===== src/rtl/stopwatch_ctrl_pkg.sv =====
// Shared definitions for the stopwatch sequencer: state encoding, default
// debounce settings and the state-to-output decode used by the LED/display logic.
package stopwatch_pkg;

  typedef enum logic [2:0] {
    IDLE    = 3'd0,
    RUN     = 3'd1,
    LAP     = 3'd2,
    STOP    = 3'd3,
    LAPSTOP = 3'd4
  } sw_state_e;

  // 10 ms at 100 MHz
  localparam int unsigned DEB_CYCLES_DEF = 1_000_000;
  localparam int unsigned DEB_W_DEF      = 20;

  typedef struct packed {
    logic cnt_en;
    logic freeze;
  } sw_out_t;

  function automatic sw_out_t state_outputs(sw_state_e s);
    sw_out_t o;
    o.cnt_en = (s == RUN) || (s == LAP);
    o.freeze = (s == LAP) || (s == LAPSTOP);
    return o;
  endfunction

endpackage


===== src/rtl/stopwatch_ctrl_if.sv =====
// Button inputs and sequencer outputs between the board buttons and the
// counter/display chain.
interface stopwatch_ctrl_if;
  import stopwatch_pkg::*;

  logic      btn_ss;
  logic      btn_lc;
  logic      cnt_en;
  logic      cnt_clr;
  logic      freeze;
  sw_state_e state;

  modport master (
    output btn_ss, btn_lc,
    input  cnt_en, cnt_clr, freeze, state
  );

  modport slave (
    input  btn_ss, btn_lc,
    output cnt_en, cnt_clr, freeze, state
  );

endinterface


===== src/rtl/stopwatch_ctrl_btn_debounce.sv =====
// One push-button: 2-FF synchronizer, stable-count debouncer with an accepted
// level, and a one-cycle press pulse on each accepted 0->1 transition.
module btn_debounce #(
  parameter int unsigned DEB_CYCLES = 1_000_000,
  parameter int unsigned DEB_W      = 20
) (
  input  logic clk,
  input  logic reset,
  input  logic btn_i,
  output logic press_o
);

  localparam logic [DEB_W-1:0] LAST = DEB_W'(DEB_CYCLES - 1);

  logic             sync1_q, sync2_q;
  logic             level_q, level_d;
  logic             prev_q;
  logic             press_q;
  logic [DEB_W-1:0] cnt_q, cnt_d;

  // Any sample matching the accepted level restarts the stability count.
  always_comb begin
    level_d = level_q;
    cnt_d   = '0;
    if (sync2_q != level_q) begin
      if (cnt_q == LAST) level_d = ~level_q;
      else               cnt_d   = cnt_q + DEB_W'(1);
    end
  end

  always_ff @(posedge clk or negedge reset) begin
    if (!reset) begin
      sync1_q <= 1'b0;
      sync2_q <= 1'b0;
      level_q <= 1'b0;
      cnt_q   <= '0;
      prev_q  <= 1'b0;
      press_q <= 1'b0;
    end else begin
      sync1_q <= btn_i;
      sync2_q <= sync1_q;
      level_q <= level_d;
      cnt_q   <= cnt_d;
      prev_q  <= level_q;
      press_q <= level_q & ~prev_q;
    end
  end

  assign press_o = press_q;

endmodule


===== src/rtl/stopwatch_ctrl.sv =====
// Stopwatch sequencer: two debounced buttons drive a five-state FSM whose
// registered outputs control counting, clearing and display freeze.
module stopwatch_ctrl
  import stopwatch_pkg::*;
#(
  parameter int unsigned DEB_CYCLES = DEB_CYCLES_DEF,
  parameter int unsigned DEB_W      = DEB_W_DEF
) (
  input logic             clk,
  input logic             reset,
  stopwatch_ctrl_if.slave sw
);

  logic      ss_ev, lc_ev;
  sw_state_e state_q, state_d;
  logic      cnt_en_q, cnt_en_d;
  logic      cnt_clr_q, cnt_clr_d;
  logic      freeze_q, freeze_d;
  sw_out_t   out_d;

  btn_debounce #(.DEB_CYCLES(DEB_CYCLES), .DEB_W(DEB_W)) u_deb_ss (
    .clk     (clk),
    .reset   (reset),
    .btn_i   (sw.btn_ss),
    .press_o (ss_ev)
  );

  btn_debounce #(.DEB_CYCLES(DEB_CYCLES), .DEB_W(DEB_W)) u_deb_lc (
    .clk     (clk),
    .reset   (reset),
    .btn_i   (sw.btn_lc),
    .press_o (lc_ev)
  );

  always_ff @(posedge clk or negedge reset) begin
    if (!reset) begin
      state_q   <= IDLE;
      cnt_en_q  <= 1'b0;
      cnt_clr_q <= 1'b0;
      freeze_q  <= 1'b0;
    end else begin
      state_q   <= state_d;
      cnt_en_q  <= cnt_en_d;
      cnt_clr_q <= cnt_clr_d;
      freeze_q  <= freeze_d;
    end
  end

  // Start/stop takes priority when both buttons fire in the same cycle.
  always_comb begin
    state_d = state_q;
    case (state_q)
      IDLE:    if (ss_ev) state_d = RUN;
      RUN:     if (ss_ev) state_d = STOP;    else if (lc_ev) state_d = LAP;
      LAP:     if (ss_ev) state_d = LAPSTOP; else if (lc_ev) state_d = RUN;
      STOP:    if (ss_ev) state_d = RUN;     else if (lc_ev) state_d = IDLE;
      LAPSTOP: if (ss_ev) state_d = LAP;     else if (lc_ev) state_d = STOP;
      default: state_d = IDLE;
    endcase
  end

  // Outputs follow the next state so they change on the same edge as state_q.
  always_comb begin
    out_d     = state_outputs(state_d);
    cnt_en_d  = out_d.cnt_en;
    freeze_d  = out_d.freeze;
    cnt_clr_d = ((state_q == STOP) && (state_d == IDLE)) || (state_q > LAPSTOP);
  end

  assign sw.state   = state_q;
  assign sw.cnt_en  = cnt_en_q;
  assign sw.cnt_clr = cnt_clr_q;
  assign sw.freeze  = freeze_q;

endmodule


===== src/flat_wrapper.sv =====
// flat-port wrapper written by rule: the top's interface ports become plain ports
module stopwatch_ctrl_flat import stopwatch_pkg::*;
#(
  parameter int unsigned DEB_CYCLES = DEB_CYCLES_DEF,
  parameter int unsigned DEB_W      = DEB_W_DEF
)
  (clk, reset, sw_btn_ss, sw_btn_lc, sw_cnt_en, sw_cnt_clr, sw_freeze, sw_state);
  stopwatch_ctrl_if sw_i ();
  input logic clk;
  input logic reset;
  input wire logic [$bits(sw_i.btn_ss)-1:0] sw_btn_ss;
  input wire logic [$bits(sw_i.btn_lc)-1:0] sw_btn_lc;
  output wire logic [$bits(sw_i.cnt_en)-1:0] sw_cnt_en;
  output wire logic [$bits(sw_i.cnt_clr)-1:0] sw_cnt_clr;
  output wire logic [$bits(sw_i.freeze)-1:0] sw_freeze;
  output wire logic [$bits(sw_i.state)-1:0] sw_state;
  assign sw_i.btn_ss = sw_btn_ss;
  assign sw_i.btn_lc = sw_btn_lc;
  assign sw_cnt_en = sw_i.cnt_en;
  assign sw_cnt_clr = sw_i.cnt_clr;
  assign sw_freeze = sw_i.freeze;
  assign sw_state = sw_i.state;
  stopwatch_ctrl #(.DEB_CYCLES(DEB_CYCLES), .DEB_W(DEB_W)) u_core (.clk(clk), .reset(reset), .sw(sw_i));
endmodule

===== config.mk =====
export PLATFORM = sky130hd
export DESIGN_NAME = stopwatch_ctrl_flat
export DESIGN_NICKNAME = d
export VERILOG_FILES = /design/src/rtl/stopwatch_ctrl_pkg.sv /design/src/rtl/stopwatch_ctrl_if.sv /design/src/rtl/stopwatch_ctrl_btn_debounce.sv /design/src/rtl/stopwatch_ctrl.sv /design/src/flat_wrapper.sv
export SDC_FILE = /design/constraint.sdc
export NUM_CORES = 1
export LEC_CHECK = 0
export BUFFER_PORTS_ARGS = -buffer_cell sky130_fd_sc_hd__buf_2
export CAP_MARGIN = 0
export CORE_ASPECT_RATIO = 1.5
export CORE_MARGIN = 5
export CORE_UTILIZATION = 40
export CTS_CLUSTER_DIAMETER = 80
export DETAILED_ROUTE_END_ITERATION = 8
export GPL_TIMING_DRIVEN = 0
export PLACE_DENSITY = 0.56
export SLEW_MARGIN = 25
export SYNTH_ARGS = -nofsm -noshare
export SYNTH_HDL_FRONTEND = slang
export SYNTH_SLANG_ARGS = --single-unit
export TNS_END_PERCENT = 5

===== constraint.sdc =====
create_clock -name clk -period 2.2 [get_ports clk]
set_input_delay 0 -clock clk [delete_from_list [all_inputs] [get_ports clk]]
set_output_delay 0 -clock clk [all_outputs]
set_load 0.05 [all_outputs]

==> summary.txt, run 1 <==
core box area = 6490 um2
Fmax = 526 MHz
async set or reset register ratio after synthesis = 100%
EDFF count, synth = 0
unique cell type count in the Yosys netlist = 43
input/output buffers = 9
root buffer cell = clkbuf_8
area of the multi-input gates = 1180 um2
DR WL met2 = 2480 um
share of layout cells above drive strength 1 = 11.2%
Detail Route Antenna Nets = 0
Max-slew headroom = 53.9%
placed cell areas = 2790 um2
FF+latch count, synth = 56
power density over the cells = 612 nW/um2
pre-CTS WS = 146 ps
status = completed
crit start category = register
Final min period = 1900 ps
DR vias = 1,845
Layout area overhead = 10.8%
reg2reg start = u_core.u_deb_lc.cnt_q[0]$_DFF_PN0_
sequential fraction of the synthesis area = 53.0%
CTS tree = done
Avg Cell Area, Syn = 10.3 um2
worst skew pair latency = 310 ps
CTS Buf Count = 5
grt ovf = 0
peak per-stage delay on the critical path = 420 ps
Starting Density = 40.7%
Worst R2R Setup Slack = 300 ps
Inserted Diodes = 0
GR Util All Layers = 12.5%
prevailing post-synth register cell = dfrtp_1
vias in the first global route = 1,868
crit path from = u_core.u_deb_lc.cnt_q[0]$_DFF_PN0_
Tcrit/Tclk final = 86.3%
total power = 1.79 mW
Die X = 76.4 um
Core Rows = 36
Slowest-stage cell, CP = dfrtp_1
routed len/inst = 13.4 um
Post-Route WL = 4720 um
top-count cell post-synth = dfrtp_1
Mapped Nets = 262
CTS max path bufs = 2
largest net degree at the start of global routing = 57
worst endpoint data arrival time = 2080 ps
First-pass DRT Iterations = 4
CP Capture Type = register
DR iter-0 viols = 80
Vias/cell = 5.24
Synth area leaders = dfrtp_1 53%, xor2_1 6.3%, nor2_1 5.0%, xnor2_1 3.6%, nand3_1 2.8%
routed metal-1 wirelength = 2060 um
Final nets = 281
Yosys top cell area share = 53.0%
hpwl dp = 3320 um
setup_tns = 0 ps
worst flop-to-flop path endpoint = u_core.u_deb_lc.cnt_q[15]$_DFF_PN0_
die height = 110 um
Tightest Pin Transition = 691 ps
DIE AREA = 8370 um2
Ys Warns = 0
Clk pin slew, worst setup/hold paths = 110 ps
first-pass GRT wire length = 8580 um
initial antenna violation count = 0
Max Transition Viols Final = 0
Fill cells = 636
DRC = 0
I/O pins = 10
Setup Skew = 13.0 ps
reg2reg path depth = 6
max-cap viol count = 0
Synth area leader = dfrtp_1
Post-Synthesis Cells = 256
Setup Viol. Count Final = 0
post-route cell area = 2930 um2
netlist area before placement = 2640 um2
Fin. Hold Viols = 0
FF/Latch Area = 1400 um2
final worst slack = 300 ps
Pleak = 1.26 nW
Synth top cells by count = 56 x dfrtp_1, 35 x nor2_1, 19 x xor2_1
met3 wire len = 84 um
Worst EP required = 2380 ps
Critical Path Fanout Max = 10
CP cell instances = ha_1, and3_1, nand3_1, o31ai_1, buf_2, a21oi_1
peak supply drop = 0.276 mV
RSZ-0062 raised after global routing = false
Post-CTS Setup Bufs = 0
H-tree depth = 2
crit path kind = reg2reg
Top Layer Used = met4
global placement routability congestion = 0.748
clk sinks = 56
Hold/Removal Path Class = in2async
-- report_power, final --
| part | internal [mW] | total, mW | switching, mW |
|---|---|---|---|
| registers | 1.04 | 1.05 | 0.0106 |
| clock network | 0.345 | 0.679 | 0.335 |
| logic | 0.0186 | 0.0619 | 0.0433 |
-- per-stage QoR --
stage | instances | util [%] | hold WS, ps
after floorplan | 256 | - | -296
after global placement | 341 | 42.9 | 108
after detailed placement | 341 | 42.9 | 102
after CTS | 352 | 45.1 | 302
after global routing | 352 | 45.1 | 297
final | 352 | 45.1 | 269
-- worst max-delay path, delay by kind of cell, from the launching register on --
kind,cells,cell delay (ps)
AOI/OAI and AO/OA,2,400
and+or+nand+nor,2,440
adders and majority gates,1,230
DFF,1,420
buffers and inverters,1,290
-- worst max path at each step --
stage	endpoint	cells after the start
after floorplan	u_core.u_deb_lc.cnt_q[10]$_DFF_PN0_	6
after global placement	u_core.u_deb_lc.cnt_q[9]$_DFF_PN0_	6
after detailed placement	u_core.u_deb_lc.cnt_q[8]$_DFF_PN0_	6
after CTS	u_core.u_deb_lc.cnt_q[11]$_DFF_PN0_	6
after global routing	u_core.u_deb_lc.cnt_q[3]$_DFF_PN0_	6
final	u_core.u_deb_lc.cnt_q[15]$_DFF_PN0_	6
-- area by class of cell --
class / instances / area share, %
flip-flops and latches: 56 / 47.9
clock inverters: 2 / 1.32
plain buffers: 10 / 1.50
well taps: 76 / 3.25
repair buffers: 12 / 2.65
inverters: 5 / 0.641
clock buffers: 6 / 2.48
multi-input cells: 185 / 40.3
-- cell usage in the layout, fill, tap and decap left out, types with 4 or more instances in the layout --
cell type / netlist / routed
dfrtp_1: 56 / 56
buf_2: 4 / 12
o21ai_0: 7 / 7
nor2_1: 35 / 35
nor3_1: 5 / 5
xnor2_1: 11 / 11
nand4_1: 10 / 10
and3_1: 4 / 4
o31ai_1: 5 / 5
nor4_1: 6 / 6
nor2b_1: 4 / 4
inv_1: 5 / 5
clkbuf_8: 0 / 5
nand3_1: 15 / 15
a21oi_1: 9 / 9
nand4b_1: 4 / 4
and4_1: 4 / 4
nand2_1: 15 / 15
xor2_1: 19 / 19
clkbuf_1: 6 / 6
-- repair_timing --
item	in CTS	in global routing
hold buffers	3	0
hold endpoints to repair	58	0
setup endpoints to repair	0	10
gates resized for setup	0	2
-- routing by layer --
metal	GRT usage, %	vias to the layer above
met5	0	-
met4	5.00	0
met3	2.62	6
met2	23.3	10
met1	13.9	888
li1	-	941
-- kinds of logic (layout without fill, tap and decap cells) --
group / count (synthesis) / in the layout / synth area share (%)
AOI/OAI and AO/OA: 30 / 30 / 7.20
xor gates and xnor gates: 30 / 30 / 9.94
adders and majority gates: 2 / 2 / 0.947
buffers and inverters: 15 / 35 / 2.32
DFF: 56 / 56 / 53.0
muxes: 2 / 2 / 0.852
and+or+nand+nor: 121 / 121 / 25.7
(Power assumes the default switching activity.)
==> run 2, diff against run 1 <==
- ABC_AREA: unset -> 1
- PLACE_DENSITY: 0.56 -> 0.55
- clock period: 2.2 -> 1.75 ns (I/O delays scaled with it)
==> summary.txt, run 2 <==
EDFF count, synth = 0 (unchanged)
gr busiest metal = met2
crit-path leading delay family = simple AND/OR/NAND/NOR gates
Final min period = 1510 ps (-386 ps)
met3 Use GR = 2.36% (-0.26 points)
post-route cell area = 3170 um2 (+8.2%)
FF+latch count, synth = 56 (unchanged)
post-cts resize count = 0 (unchanged)
First-pass DRT Iterations = 4 (unchanged)
peak per-stage delay on the critical path = 390 ps (-30 ps)
power density over the cells = 681 nW/um2 (+11%)
CP Capture Type = register
Pleak = 1.52 nW (+21%)
grt ovf = 0 (unchanged)
max-cap viol count = 0 (unchanged)
Post-Route WL = 5470 um (+16%)
Inserted Diodes = 0 (unchanged)
initial antenna violation count = 0 (unchanged)
share of layout cells above drive strength 1 = 12.7% (+1.4 points)
H-tree depth = 2 (unchanged)
root buffer cell = clkbuf_8
crit start category = register
peak supply drop = 0.299 mV (+8.5%)
Tcrit/Tclk final = 86.5% (+0.14 points)
Ys Warns = 0 (unchanged)
CTS Buf Count = 5 (unchanged)
Fin. Hold Viols = 0 (unchanged)
worst hold slack = 272 ps (+2.72 ps)
Synth top cells by count = 79 x nand2_1, 79 x nor2_1, 56 x dfrtp_1
first-pass GRT wire length = 9580 um (+12%)
Max Transition Viols Final = 0 (unchanged)
Avg Cell Area, Syn = 8.24 um2 (-20%)
I/O pins = 10 (unchanged)
GR Util All Layers = 13.5% (+1.0 points)
Slowest-stage cell, CP = dfrtp_1
Core Rows = 38 (+5.6%)
sequential fraction of the synthesis area = 48.4% (-4.6 points)
largest net degree at the start of global routing = 57 (unchanged)
Clk pin slew, worst setup/hold paths = 100 ps (about the same)
RSZ-0062 raised after global routing = false
CTS max path bufs = 2 (unchanged)
input/output buffers = 9 (unchanged)
Tightest Pin Transition = 709 ps (+17.8 ps)
Worst R2R Setup Slack = 240 ps (-60 ps)
CP cell instances = ha_1, inv_1, nor3_4, nand3_2, nand2_4, inv_2, nand2_1, nor2_2
Final nets = 376 (+34%)
Post-Synthesis Cells = 351 (+37%)
commonest cells after routing, fill and taps aside = 79 x nor2_1, 79 x nand2_1, 56 x dfrtp_1
Hold/Removal Path Class = in2async
core box area = 7130 um2 (+10%)
met2 usage = 25.8% (+2.5 points)
Synth area leaders = dfrtp_1 48%, nand2_1 10%, nor2_1 10%, inv_1 5.2%, xnor2_1 3.6%
hpwl dp = 4090 um (+23%)
worst endpoint data arrival time = 1730 ps (-350 ps)
Setup Viol. Count Final = 0 (unchanged)
routing usage on met1 = 14.1% (+0.27 points)
DRC = 0 (unchanged)
unique cell type count in the Yosys netlist = 25 (-42%)
post-cts hold buffer count = 3 (unchanged)
setup_tns = 0 ps (unchanged)
netlist area before placement = 2890 um2 (+9.5%)
Vias/cell = 4.73 (-9.8%)
global placement routability congestion = 0.775 (+3.6%)
Worst EP required = 1970 ps (-410 ps)
Fmax = 661 MHz (+26%)
crit path kind = reg2reg
Max-slew headroom = 52.7% (-1.2 points)
Starting Density = 40.6% (-0.18 points)
Yosys top cell area share = 48.4% (-4.6 points)
routed len/inst = 12.1 um (-9.5%)
vias in the first global route = 2,135 (+14%)
Critical Path Fanout Max = 8 (-2)
crit path buf inv count = 2 (+1)
clk sinks = 56 (unchanged)
die height = 114 um (+4.2%)
Layout area overhead = 9.47%
Post-CTS Setup Bufs = 0 (unchanged)
Setup Skew = 3.67 ps (-9.30 ps)
DR vias = 2,132 (+16%)
Detail Route Antenna Nets = 0 (unchanged)
Die X = 79.4 um (+4.0%)
status = completed
async set or reset register ratio after synthesis = 100% (unchanged)
placed cell areas = 3040 um2 (+9.2%)
DR iter-0 viols = 65 (-19%)
worst skew pair latency = 310 ps (about the same)
Synth area leader = dfrtp_1
CTS tree = done
DIE AREA = 9070 um2 (+8.4%)
prevailing post-synth register cell = dfrtp_1
Mapped Nets = 357 (+36%)
[run 2: per-stage QoR]
step / util [%] / worst slack [ps] / cells / power, mW
finish: 44.4 / 236 / 451 / 2.16
global route: 44.4 / 74.2 / 451 / 2.27
CTS: 44.4 / 190 / 451 / 2.20
detailed placement: 42.6 / 215 / 440 / 1.43
global placement: 42.6 / 234 / 440 / 1.43
floorplan: - / 332 / 351 / 1.39
[run 2: area by class of cell]
type / instances / area, um2
repair buffers: 12 / 77.6
multi-input cells: 253 / 1330
clock buffers: 6 / 82.6
clock inverters: 2 / 13.8
fillers: 730 / 3970
flip-flops and latches: 56 / 1400
well taps: 80 / 100
inverters: 42 / 158
[run 2: routing by layer]
metal | up-vias | share of wire [%]
li1 | 1113 | -
met1 | 1001 | 41
met2 | 12 | 56
met3 | 6 | 2.0
met4 | 0 | 1.4
met5 | - | 0
[run 2: where the power goes]
part	switching, mW	leakage, nW	internal (mW)	total, mW
registers	0.0107	0.768	1.31	1.32
logic	0.0624	0.704	0.0244	0.0868
clock network	0.425	0.0516	0.325	0.750
[run 2: worst paths after layout]
check	startpoint	end	cells after the start
setup / recovery	u_core.u_deb_lc.cnt_q[0]$_DFF_PN0_	u_core.u_deb_lc.cnt_q[19]$_DFF_PN0_	8
setup reg to reg	u_core.u_deb_lc.cnt_q[0]$_DFF_PN0_	u_core.u_deb_lc.cnt_q[19]$_DFF_PN0_	8
max in group asynchronous	reset	u_core.u_deb_lc.cnt_q[8]$_DFF_PN0_	2
min in group clk	sw_btn_lc	u_core.u_deb_lc.sync1_q$_DFF_PN0_	2
hold reg to reg	u_core.u_deb_lc.sync1_q$_DFF_PN0_	u_core.u_deb_lc.sync2_q$_DFF_PN0_	0
hold / removal	reset	u_core.sw.state[0]$_DFF_PN0_	2
[run 2: kinds of logic (layout without fill, tap and decap cells)]
family / count (synthesis) / in the layout / share of synthesized area (%)
and+or+nand+nor: 214 / 214 / 35.7
AOI/OAI and AO/OA: 14 / 14 / 2.55
DFF: 56 / 56 / 48.4
buffers and inverters: 42 / 62 / 5.45
xor gates and xnor gates: 23 / 23 / 6.96
adders and majority gates: 2 / 2 / 0.865
==> run 3, diff against run 2 <==
- ABC_AREA: 1 -> unset
- CTS_CLUSTER_DIAMETER: 80 -> unset
- PLACE_DENSITY: 0.55 -> 0.56
- TNS_END_PERCENT: 5 -> 100
==> summary.txt, run 3 (synthesis results as in run 1) <==
Vias/cell = 5.23 (+11%)
Setup Skew = 13.8 ps (+10.1 ps)
placed cell areas = 2790 um2 (-8.4%)
Detail Route Antenna Nets = 0 (unchanged)
Tcrit/Tclk final = 98.2% (+12 points)
Starting Density = 40.7% (+0.18 points)
die height = 110 um (-4.0%)
input/output buffers = 9 (unchanged)
Switch Pwr = 493 uW (-1.2%)
worst skew pair latency = 310 ps (about the same)
Inserted Diodes = 0 (unchanged)
share of layout cells above drive strength 1 = 18.2% (+5.5 points)
power share of the combinational group = 4.0% (about the same)
Worst EP required = 1990 ps (+20 ps)
setup_tns = 0 ps (unchanged)
Clk pin slew, worst setup/hold paths = 100 ps (about the same)
Setup Viol. Count Final = 0 (unchanged)
vias in the first global route = 1,920 (-10%)
clk sinks = 56 (unchanged)
DIE AREA = 8370 um2 (-7.7%)
DRC = 0 (unchanged)
crit path from = u_core.u_deb_ss.cnt_q[2]$_DFF_PN0_
global placement routability congestion = 0.748 (-3.5%)
first-pass GRT wire length = 8780 um (-8.4%)
internal power = 1.77 mW (+7.0%)
DR iter-0 viols = 77 (+18%)
CTS Buf Count = 5 (unchanged)
core box area = 6490 um2 (-9.1%)
grt ovf = 0 (unchanged)
Final min period = 1720 ps (+205 ps)
Max Transition Viols Final = 0 (unchanged)
max-cap viol count = 0 (unchanged)
sequential share of power = 58.3% (-2.9 points)
RSZ-0062 raised after global routing = true
I/O pins = 10 (unchanged)
initial antenna violation count = 0 (unchanged)
power density over the cells = 740 nW/um2 (+8.6%)
Hold/Removal Path Class = in2async
peak supply drop = 0.346 mV (+16%)
routed len/inst = 13.6 um (+12%)
Fmax = 582 MHz (-12%)
worst endpoint data arrival time = 1960 ps (+230 ps)
commonest non-fill, non-tap cell in the layout = dfrtp_1
Max-slew headroom = 53.6% (+0.84 points)
Sw Share = 21.7% (-1.4 points)
GR Util All Layers = 12.8% (-0.70 points)
post-route cell area = 3060 um2 (-3.2%)
DR vias = 1,892 (-11%)
Pleak = 1.32 nW (-13%)
CTS max path bufs = 2 (unchanged)
crit path kind = reg2reg
hpwl dp = 3320 um (-19%)
reg2reg start = u_core.u_deb_ss.cnt_q[2]$_DFF_PN0_
worst hold slack = 265 ps (-6.51 ps)
crit start category = register
root buffer cell = clkbuf_8
H-tree depth = 2 (unchanged)
Layout area overhead = 16.0%
Tightest Pin Transition = 696 ps (-12.7 ps)
clock power share = 37.7% (+2.9 points)
largest net degree at the start of global routing = 57 (unchanged)
Core Rows = 36 (-5.3%)
Post-Route WL = 4920 um (-10%)
Final nets = 291 (-23%)
commonest cells after routing, fill and taps aside = 52 x dfrtp_1, 35 x nor2_1, 19 x xor2_1
CTS tree = done
Critical Path Fanout Max = 10 (+2)
CP Capture Type = register
Fin. Hold Viols = 0 (unchanged)
status = completed
First-pass DRT Iterations = 4 (unchanged)
Die X = 76.4 um (-3.9%)
## run 3: cell count changes in the layout (fill, tap and decap cells not counted), moves of 5 or more
| cell | change |
|---|---|
| nor4_1 | +5 |
| nor2_4 | -7 |
| inv_1 | -35 |
| nand2_1 | -64 |
| nor2_1 | -44 |
| buf_4 | +13 |
| nand4_1 | +6 |
| xor2_1 | +8 |
| nand2_2 | -6 |
## run 3: what timing repair did
action	in CTS	in global routing
buffers inserted	4	6
hold buffers	3	0
cloned	1	0
pin swaps	0	3
gates resized for setup	11	13
hold endpoints to repair	58	0
endpoints found under the setup margin	31	41
## run 3: per-stage QoR
stage               utilization [%]  power, mW  instances  setup slack [ps]
finish                         47.2       2.27        362              31.0
global route                   47.2       2.38        362             -56.2
CTS                            46.1       2.30        357              5.23
detailed placement             42.9       1.42        341              -304
global placement               42.9       1.42        341              -262
floorplan                         -       1.38        256              59.8
## run 3: worst paths after layout
| kind | endpoint | slack, ps | cells past startpoint |
|---|---|---|---|
| worst min-delay path | u_core.u_deb_ss.cnt_q[3]$_DFF_PN0_ | 270 | 2 |
| max in group asynchronous | u_core.u_deb_lc.cnt_q[8]$_DFF_PN0_ | 980 | 2 |
| worst max register to register | u_core.u_deb_ss.cnt_q[18]$_DFF_PN0_ | 30 | 5 |
| worst min register to register | u_core.u_deb_lc.sync2_q$_DFF_PN0_ | 390 | 0 |
| worst max-delay path | u_core.u_deb_ss.cnt_q[18]$_DFF_PN0_ | 30 | 5 |
| min in group clk | u_core.u_deb_lc.sync1_q$_DFF_PN0_ | 320 | 2 |
## run 3: layout make-up
cell class              instances  area, um2
clock buffers                   6       72.6
plain buffers                   9       55.1
inverters                       5       18.8
multi-input cells             185       1220
fillers                       626       3420
repair buffers                 23        160
flip-flops and latches         56       1410
well taps                      76       95.1
clock inverters                 2       38.8
## run 3: critical path: stages, from the launching register on
cell	delay [ps]
dfrtp_1	420
and4_1	220
buf_2	210
nand3_1	200
or4_1	440
a21oi_1	160
## run 3: power groups by stage
stage	Clock [mW]	Sequential (mW)	Combinational (mW)
CTS	0.887	1.32	0.0912
finish	0.855	1.32	0.0905
detailed placement	0	1.35	0.0768
global route	0.951	1.32	0.107
global placement	0	1.35	0.0764
floorplan	0	1.34	0.0364
## run 3: metal layers
metal / vias up / GRT usage, % / share of wire, %
li1: 962 / - / -
met1: 916 / 14.2 / 44
met2: 8 / 24.0 / 52
met3: 6 / 2.62 / 1.6
met4: 0 / 5.00 / 1.8
met5: - / 0 / 0
